<file path="src/rtl/regfile_arb_pkg.sv">
// Shared types and defaults for the register-file write arbiter.
package regfile_arb_pkg;

  typedef enum logic {
    CLEAR,
    SERVE
  } arb_state_t;

  localparam int unsigned DEF_N_REQ  = 4;
  localparam int unsigned DEF_ADDR_W = 5;
  localparam int unsigned DEF_DATA_W = 64;

  function automatic int unsigned depth_of(input int unsigned aw);
    return 32'd1 << aw;
  endfunction

endpackage

</file>
<file path="src/rtl/regfile_load_decoder.sv">
// One-hot decode of the registered write address into per-register load strobes.
module regfile_load_decoder
  import regfile_arb_pkg::*;
#(
  parameter  int unsigned ADDR_W = DEF_ADDR_W,
  localparam int unsigned DEPTH  = depth_of(ADDR_W)
) (
  input  logic              wr_en,
  input  logic [ADDR_W-1:0] wr_addr,
  output logic [DEPTH-1:0]  wr_load
);

  always_comb begin
    wr_load = '0;
    if (wr_en) wr_load[wr_addr] = 1'b1;
  end

endmodule

</file>
<file path="src/rtl/regfile_write_arbiter.sv">
// Round-robin write-port arbiter with post-reset / on-demand zero-fill sweep.
// Optional: REGARB_ZERO_GUARD_EN suppresses requester writes to address 0.
module regfile_write_arbiter
  import regfile_arb_pkg::*;
#(
  parameter  int unsigned N_REQ  = DEF_N_REQ,
  parameter  int unsigned ADDR_W = DEF_ADDR_W,
  parameter  int unsigned DATA_W = DEF_DATA_W,
  localparam int unsigned DEPTH  = depth_of(ADDR_W)
) (
  input  logic                       clock,
  input  logic                       reset,
  input  logic [N_REQ-1:0]           req_valid,
  input  logic [N_REQ*ADDR_W-1:0]    req_addr,
  input  logic [N_REQ*DATA_W-1:0]    req_data,
  output logic [N_REQ-1:0]           req_ready,
  input  logic                       clear_req,
  output logic                       wr_en,
  output logic [ADDR_W-1:0]          wr_addr,
  output logic [DATA_W-1:0]          wr_data,
  output logic [DEPTH-1:0]           wr_load,
  output logic                       busy
);

  localparam int unsigned PTR_W = $clog2(N_REQ);

  arb_state_t        state, state_next;
  logic [ADDR_W-1:0] sweep_cnt;
  logic [PTR_W-1:0]  rr_ptr, grant_idx, ptr_next;
  logic              grant_any, write_ok;
  logic [ADDR_W-1:0] sel_addr;
  logic [DATA_W-1:0] sel_data;

  logic [ADDR_W-1:0] addr_arr [N_REQ];
  logic [DATA_W-1:0] data_arr [N_REQ];

  for (genvar i = 0; i < N_REQ; i++) begin : g_unpack
    assign addr_arr[i] = req_addr[i*ADDR_W +: ADDR_W];
    assign data_arr[i] = req_data[i*DATA_W +: DATA_W];
  end

  always_ff @(posedge clock) begin
    if (!reset) state <= CLEAR;
    else        state <= state_next;
  end

  always_comb begin
    state_next = state;
    case (state)
      CLEAR:   if (sweep_cnt == '1) state_next = SERVE;
      SERVE:   if (clear_req)       state_next = CLEAR;
      default: state_next = CLEAR;
    endcase
  end

  // First valid requester at or above the pointer, wrapping; clear_req blocks all grants.
  always_comb begin
    int unsigned idx;
    logic [PTR_W-1:0] cand;
    idx       = 0;
    cand      = '0;
    grant_any = 1'b0;
    grant_idx = '0;
    sel_addr  = '0;
    sel_data  = '0;
    if (state == SERVE && !clear_req) begin
      for (int unsigned k = 0; k < N_REQ; k++) begin
        idx  = (32'(rr_ptr) + k) % N_REQ;
        cand = idx[PTR_W-1:0];
        if (!grant_any && req_valid[cand]) begin
          grant_any = 1'b1;
          grant_idx = cand;
          sel_addr  = addr_arr[cand];
          sel_data  = data_arr[cand];
        end
      end
    end
    req_ready = '0;
    if (grant_any) req_ready[grant_idx] = 1'b1;
  end

  always_comb begin
    ptr_next = (32'(grant_idx) == N_REQ - 1) ? '0 : grant_idx + PTR_W'(1);
`ifdef REGARB_ZERO_GUARD_EN
    write_ok = grant_any && (sel_addr != '0);
`else
    write_ok = grant_any;
`endif
  end

  always_ff @(posedge clock) begin
    if (!reset) begin
      sweep_cnt <= '0;
      rr_ptr    <= '0;
      wr_en     <= 1'b0;
      wr_addr   <= '0;
      wr_data   <= '0;
      busy      <= 1'b1;
    end else begin
      case (state)
        CLEAR: begin
          wr_en     <= 1'b1;
          wr_addr   <= sweep_cnt;
          wr_data   <= '0;
          sweep_cnt <= sweep_cnt + ADDR_W'(1);
          if (sweep_cnt == '1) busy <= 1'b0;
        end
        SERVE: begin
          if (clear_req) begin
            wr_en     <= 1'b0;
            sweep_cnt <= '0;
            busy      <= 1'b1;
          end else if (grant_any) begin
            wr_en   <= write_ok;
            wr_addr <= sel_addr;
            wr_data <= sel_data;
            rr_ptr  <= ptr_next;
          end else begin
            wr_en <= 1'b0;
          end
        end
        default: wr_en <= 1'b0;
      endcase
    end
  end

  regfile_load_decoder #(
    .ADDR_W(ADDR_W)
  ) u_load_decoder (
    .wr_en  (wr_en),
    .wr_addr(wr_addr),
    .wr_load(wr_load)
  );

endmodule

</file>
<file path="config.mk">
export PLATFORM = sky130hd
export DESIGN_NAME = regfile_write_arbiter
export DESIGN_NICKNAME = d
export VERILOG_FILES = /design/src/rtl/regfile_arb_pkg.sv /design/src/rtl/regfile_load_decoder.sv /design/src/rtl/regfile_write_arbiter.sv
export SDC_FILE = /design/constraint.sdc
export NUM_CORES = 1
export LEC_CHECK = 0
export BUFFER_PORTS_ARGS = -buffer_cell sky130_fd_sc_hd__buf_2
export CORE_AREA = 2 2 150 152
export CTS_CLUSTER_SIZE = 12
export DETAILED_ROUTE_END_ITERATION = 10
export DIE_AREA = 0 0 152 154
export PLACE_DENSITY = 0.78
export RECOVER_POWER = 100
export SETUP_SLACK_MARGIN = 0.5
export SKIP_CTS_REPAIR_TIMING = 1
export SYNTH_ARGS = -nofsm -noshare
export SYNTH_HDL_FRONTEND = slang
export SYNTH_SLANG_ARGS = --single-unit
export TNS_END_PERCENT = 1
</file>
<file path="constraint.sdc">
create_clock -name clock -period 5.1 [get_ports clock]
set_input_delay 0.255 -clock clock [delete_from_list [all_inputs] [get_ports clock]]
set_output_delay 0.255 -clock clock [all_outputs]
set_load 0.01 [all_outputs]
</file>
* After elaboration in Yosys (flattened, before gate mapping)
Index checks and enable logic that the tools add are counted.
Word-level totals: flip-flop bits (word level) 79, input bits 283, output and inout bits 107, logic and storage cells 128
Operators by class: add/sub/neg operators 5, $lt $le $gt $ge 12, equality and inequality tests 6, mux-type cells 79, bitwise gates (word level) 6, reduce and logical (&&, ||, !) cells 13
Operators by type and width (count):
- $mux 64 | 15
- $bmux 64 s2 | 4
- $pmux 64 s2 | 1
- $mux 5 | 16
- $bmux 5 s2 | 4
- $mux 32 | 1
- $mux 1 | 20
- $pmux 5 s2 | 2
- $lt 2x3->1 const B | 5
- $ge 3x3->1 const B | 4
- $mux 2 | 6
- $not 2->3 | 4
- $bmux 1 s2 | 4
- $logic_and 1x1->1 | 6
- $lt 5x6->1 const B | 1
- $ne 2x2->1 const B | 3
- $pmux 1 s2 | 3
- $add 5x1->5 const B | 1
- $demux 1 s5 | 1
- $eq 5x5->1 const B | 1
- $ge 5x1->1 const B | 1
- $add 2x1->2 const B | 2
- $add 2x2->2 const B | 2
- $logic_not 1->1 | 4
- 8 further kinds | 10

* Depth between registers and ports, before layout
depth in word-level cells 21, depth in mapped cells 12, mapped depth without buffers 8

* By module
A second synthesis with hierarchy kept.
Second synthesis, totals: cells, all modules 1338, area, all modules 10268.6 um^2
Modules (own cells, without submodules):
- regfile_write_arbiter | times used 1, cells each 1291, area each 10038.4 um^2, sequential area each 1581.5 um^2
- regfile_load_decoder | times used 1, cells each 47, area each 230.2 um^2, sequential area each 0.0 um^2

* Least setup slack after synthesis
Ideal clock, no wire load.
kind flip-flop to output port, start point reg rr_ptr[1], end point out req_ready[1], arrival 2.124 ns, required time 4.845 ns, slack 2.721 ns, cell stages (with the launch flop) 10, path buffers 2, path through dfxtp_1 -> buf_2 -> or3b_4 -> a2111oi_4 -> nor2_1 -> buf_6 -> a311o_1 -> inv_1 -> ha_1 -> and2_1
On the way: longest elaborated chain between the ends 21, elaborated cells on any way between the ends 36, classes of those cells add/sub: 3; order compare: 2; mux: 24; reduce/logical: 7
RTL lines:
- start, declared | RTL line regfile_write_arbiter.sv:29 | logic [PTR_W-1:0] rr_ptr, grant_idx, ptr_next;
- start signal, assigned | RTL line regfile_write_arbiter.sv:117 | rr_ptr <= ptr_next;
- $bmux 1 s2 | RTL line regfile_write_arbiter.sv:70 | if (!grant_any && req_valid[cand]) begin
- $mux 1 (implied by the code) | RTL line regfile_write_arbiter.sv:70
- $mux 1 | RTL line regfile_write_arbiter.sv:70
- $mux 1 | RTL line regfile_write_arbiter.sv:66 | if (state == SERVE && !clear_req) begin
- $logic_not 1->1 | RTL line regfile_write_arbiter.sv:70
- $logic_and 1x1->1 | RTL line regfile_write_arbiter.sv:70
- $mux 1 | RTL line regfile_write_arbiter.sv:70
- $mux 1 | RTL line regfile_write_arbiter.sv:66
- (+5 left out)
- $logic_and 1x1->1 | RTL line regfile_write_arbiter.sv:70
- $mux 2 | RTL line regfile_write_arbiter.sv:70
- $mux 2 | RTL line regfile_write_arbiter.sv:66
- $lt 2x3->1 (implied by the code) / $ge 2x1->1 (equally long branches) | RTL line regfile_write_arbiter.sv:79 | if (grant_any) req_ready[grant_idx] = 1'b1;
- $logic_and 1x1->1 (implied by the code) | RTL line regfile_write_arbiter.sv:79
- $mux 1 (implied by the code) | RTL line regfile_write_arbiter.sv:79
- $demux 1 s2 | RTL line regfile_write_arbiter.sv:79
- $mux 4 (*) | RTL line regfile_write_arbiter.sv:79
- end, declared | RTL line regfile_write_arbiter.sv:16 | output logic [N_REQ-1:0] req_ready,
Mark *: on every way between the ends. The rest lies on a longest branch, timed or not. The select of a mux whose other input is x is not followed.

* Final worst setup path
start point reg rr_ptr[1], end point reg wr_data[5]
On the way: longest elaborated chain between the ends 19, elaborated cells on any way between the ends 51, classes of those cells add/sub: 3; eq/ne: 1; mux: 36; bitwise: 4; reduce/logical: 7
RTL lines:
- $bmux 1 s2 | RTL line regfile_write_arbiter.sv:70
- $mux 1 (implied by the code) | RTL line regfile_write_arbiter.sv:70
- $mux 1 | RTL line regfile_write_arbiter.sv:70
- $mux 1 | RTL line regfile_write_arbiter.sv:66
- $logic_not 1->1 | RTL line regfile_write_arbiter.sv:70
- $logic_and 1x1->1 | RTL line regfile_write_arbiter.sv:70
- $mux 1 | RTL line regfile_write_arbiter.sv:70
- $mux 1 | RTL line regfile_write_arbiter.sv:66
- (+3 left out)
- $mux 1 | RTL line regfile_write_arbiter.sv:66
- $logic_not 1->1 | RTL line regfile_write_arbiter.sv:70
- $logic_and 1x1->1 | RTL line regfile_write_arbiter.sv:70
- $mux 64 | RTL line regfile_write_arbiter.sv:70
- $mux 64 | RTL line regfile_write_arbiter.sv:66
- $mux 64 | RTL line regfile_write_arbiter.sv:113 | end else if (grant_any) begin
- $mux 64 | RTL line regfile_write_arbiter.sv:109 | if (clear_req) begin
- $pmux 64 s2 | RTL line regfile_write_arbiter.sv:100 | case (state)
- end signal, assigned | RTL line regfile_write_arbiter.sv:116 | wr_data <= sel_data;
- end, declared | RTL line regfile_write_arbiter.sv:20 | output logic [DATA_W-1:0] wr_data,
Parallel ways exist; a longest one is shown, timed or not. The select of a mux whose other input is x is not followed. A chain may end at the register's enable or synchronous reset.

==> reports/qor.txt <==
Starting DRT DRC Count -> 777
nets -> 2008
Synthesis Warnings -> 0
initial antenna violation count -> 1
Die W -> 152 um
Crit Path Category -> reg2reg
TritonCTS clock tree -> built
WHS Path Cells -> 3
grt ovf -> 0
synth unique cells -> 50
layout cells sized above 1 -> 26.5%
end-of-flow core utilization -> 57.5%
reg2reg start -> rr_ptr[1]
startpoint types -> flop
fraction of post-synthesis cell area in the top cell type by area -> 15.0%
clk_skew -> 12.7 ps
Mapped Area -> 0.0105 mm^2
P per Cell Area -> 144 mW/mm^2
Final Hold Viols -> 0
average cell area after synthesis -> 7.22 um^2
Post-Syn Nets -> 1748
First-pass DRT Iterations -> 6
Least-Margin Pin Slew -> 1680 ps
Root Buffer -> clkbuf_16
Max IR drop VDD -> 0.173 mV
worst flop-to-flop path endpoint -> wr_data[5]
DR DRC count -> 0
Worst-path clk slew -> 60 ps
Clk Latency, worst-skew pair -> 350 ps
H-Tree Level Count -> 3
area of the die -> 0.0234 mm^2
Setup Viol. Count Final -> 0
CP cell instances -> clkbuf_2 -> a21oi_1 -> o21ba_2 -> clkbuf_2 -> o221ai_1 -> o311a_1
FMAX -> 249 MHz
ant diodes -> 0
vias post-DR -> 12200
failing checks -> max-capacitance violations, max-slew violations
Initial Utilization -> 48.6%
Die Y -> 154 um
Sum Neg Setup Slack -> 0 ps
crit path capture type -> flop
top cells by area, synth -> dfxtp_1, mux2_2, mux2i_1
Final Cell Area -> 0.0125 mm^2
Routed WL -> 34600 um
WP data arrival -> 4240 ps
Antenna Nets Post-Route -> 0
Ports -> 390
Leakage Power -> 5.49 nW
number of synthesized flops with an enable pin -> 0
Crit path largest cell delay -> 1210 ps
R2R setup slack -> 1090 ps
Reg2Reg Depth -> 6
unrepaired setup endpoints after global routing -> false
Yosys reg bits -> 79
GRT Util Overall -> 27.6%
CTS Sinks -> 79
CP max FO -> 64
Tmin final -> 4010 ps
Most used DFF post-synth -> dfxtp_1
min-delay worst type -> in2reg
WHS Endpoint -> wr_addr[3]
vias per cell -> 6.09
CP delay by family, top -> buffers and inverters
outcome -> complete, but fails checks
GP Congestion -> 0.857
Buf/Inv on CP -> 2
Hold Startpoint -> req_addr[13]
vias in the first global route -> 11159
hold slack final -> 261 ps
WL/cell -> 17.3 um
Max Cap Viol -> 1
CP max stage cell -> clkbuf_2
row count -> 54
Core Region -> 0.0217 mm^2
CP most frequent cell -> clkbuf_2
Max Root-Sink Buffers -> 2
Placed Cells -> 1988
first-pass GRT wire length -> 54600 um
Synth area leader -> dfxtp_1
DP HPWL -> 24300 um
Max-Slew Margin vs Limit -> -12.1%
port bufs -> 389
fin crit share -> 78.7%
largest net degree at the start of global routing -> 227
cts bufs inserted -> 9
Synth Instances -> 1459
asr flop ratio synth -> 0%
DP Area -> 0.0123 mm^2
Finished Layout Cells -> 2003
area delta synth->final -> 18.3%
post-synthesis sequential area ratio -> 15.0%
Slew Limit Fails -> 65
Critical Path RT -> 5330 ps
==> worst min-delay path, delay by kind of cell <==
kind | cells | cell delay, ps
compound gates | 1 | 160
buf+inv | 1 | 90
mux | 1 | 60
==> final cells by class <==
| type | instances | area [um^2] |
|---|---|---|
| clock inverters | 3 | 40.0 |
| clock buffers | 12 | 268 |
| well taps | 280 | 350 |
| multi-input cells | 1220 | 8270 |
| repair buffers | 403 | 1940 |
| flip-flops and latches | 79 | 1590 |
| fillers | 2033 | 9220 |
| inverters | 6 | 22.5 |
==> cells in the mapped netlist (all sizes together) (3+ instances only) <==
library cell / n
a22o: 5
ha: 6
or3b: 3
mux2: 134
mux2i: 145
nor2b: 7
a211oi: 128
a32oi: 5
and3: 3
nand3b: 7
buf: 67
nand2: 151
o21ai: 10
clkbuf: 87
inv: 5
nand3: 5
a221oi: 4
o221ai: 69
nor2: 305
dfxtp: 79
and2: 5
a21oi: 134
o21a: 4
o311a: 64
==> how the worst max path moves through the flow <==
stage | startpoint | endpoint | slack, ps | depth (start not counted)
2_1_floorplan | rr_ptr[1] | req_ready[1] | 2720 | 9
3_3_place_gp | rr_ptr[0] | req_ready[1] | 1990 | 9
3_5_place_dp | rr_ptr[0] | req_ready[3] | 1930 | 9
4_1_cts | rr_ptr[0] | req_ready[3] | 1560 | 9
5_1_grt | rr_ptr[1] | wr_data[57] | 830 | 6
6_report | rr_ptr[1] | wr_data[5] | 1090 | 6
==> layout by cell type, fill, tap and decap left out, types with 6 or more instances in the layout <==
cell type	count
nor2_1	304
buf_2	282
nand2_1	151
mux2i_1	145
a21oi_1	134
mux2_2	134
a211oi_1	128
clkbuf_1	108
dfxtp_1	77
o221ai_1	69
o311a_1	64
o21ai_0	10
clkbuf_16	10
buf_4	10
nor2b_1	7
nand3b_1	7
ha_1	6
==> per-layer routing <==
layer  track usage [%]  part of all wire (%)
met4              10.4                   3.1
met5                 0                 0.038
met2              48.5                    48
met1              33.7                    41
met3              4.96                   7.7
==> logic make-up after synthesis <==
logic type	synth area share (%)
flip-flops	15.0
XOR/XNOR	0.0831
adder cells (fa/ha/maj)	0.712
AO/OA/AOI/OAI	30.6
multiplexers	28.1
AND/OR/NAND/NOR	18.8
buffers and inverters	6.68
==> sequential cells by signal (all words and copies together), names as in the netlist <==
signal / flops
state: 1
busy: 1
sweep_cnt: 5
wr_data: 64
wr_addr: 5
rr_ptr: 2
wr_en: 1
==> per-stage QoR <==
step / total power (W) / worst slack (ps)
finish: 0.00180 / 1090
detailed placement: 0.00111 / 1930
CTS: 0.00180 / 1560
global placement: 0.00110 / 1990
global route: 0.00188 / 826
floorplan: 0.000912 / 2720
==> where the power goes <==
group	total [W]	internal (W)	switching, W
Sequential	0.000625	0.000619	0.00000513
Clock	0.000695	0.000419	0.000276
Combinational	0.000477	0.000216	0.000261
No activity file was read; power rests on OpenSTA's default activity.
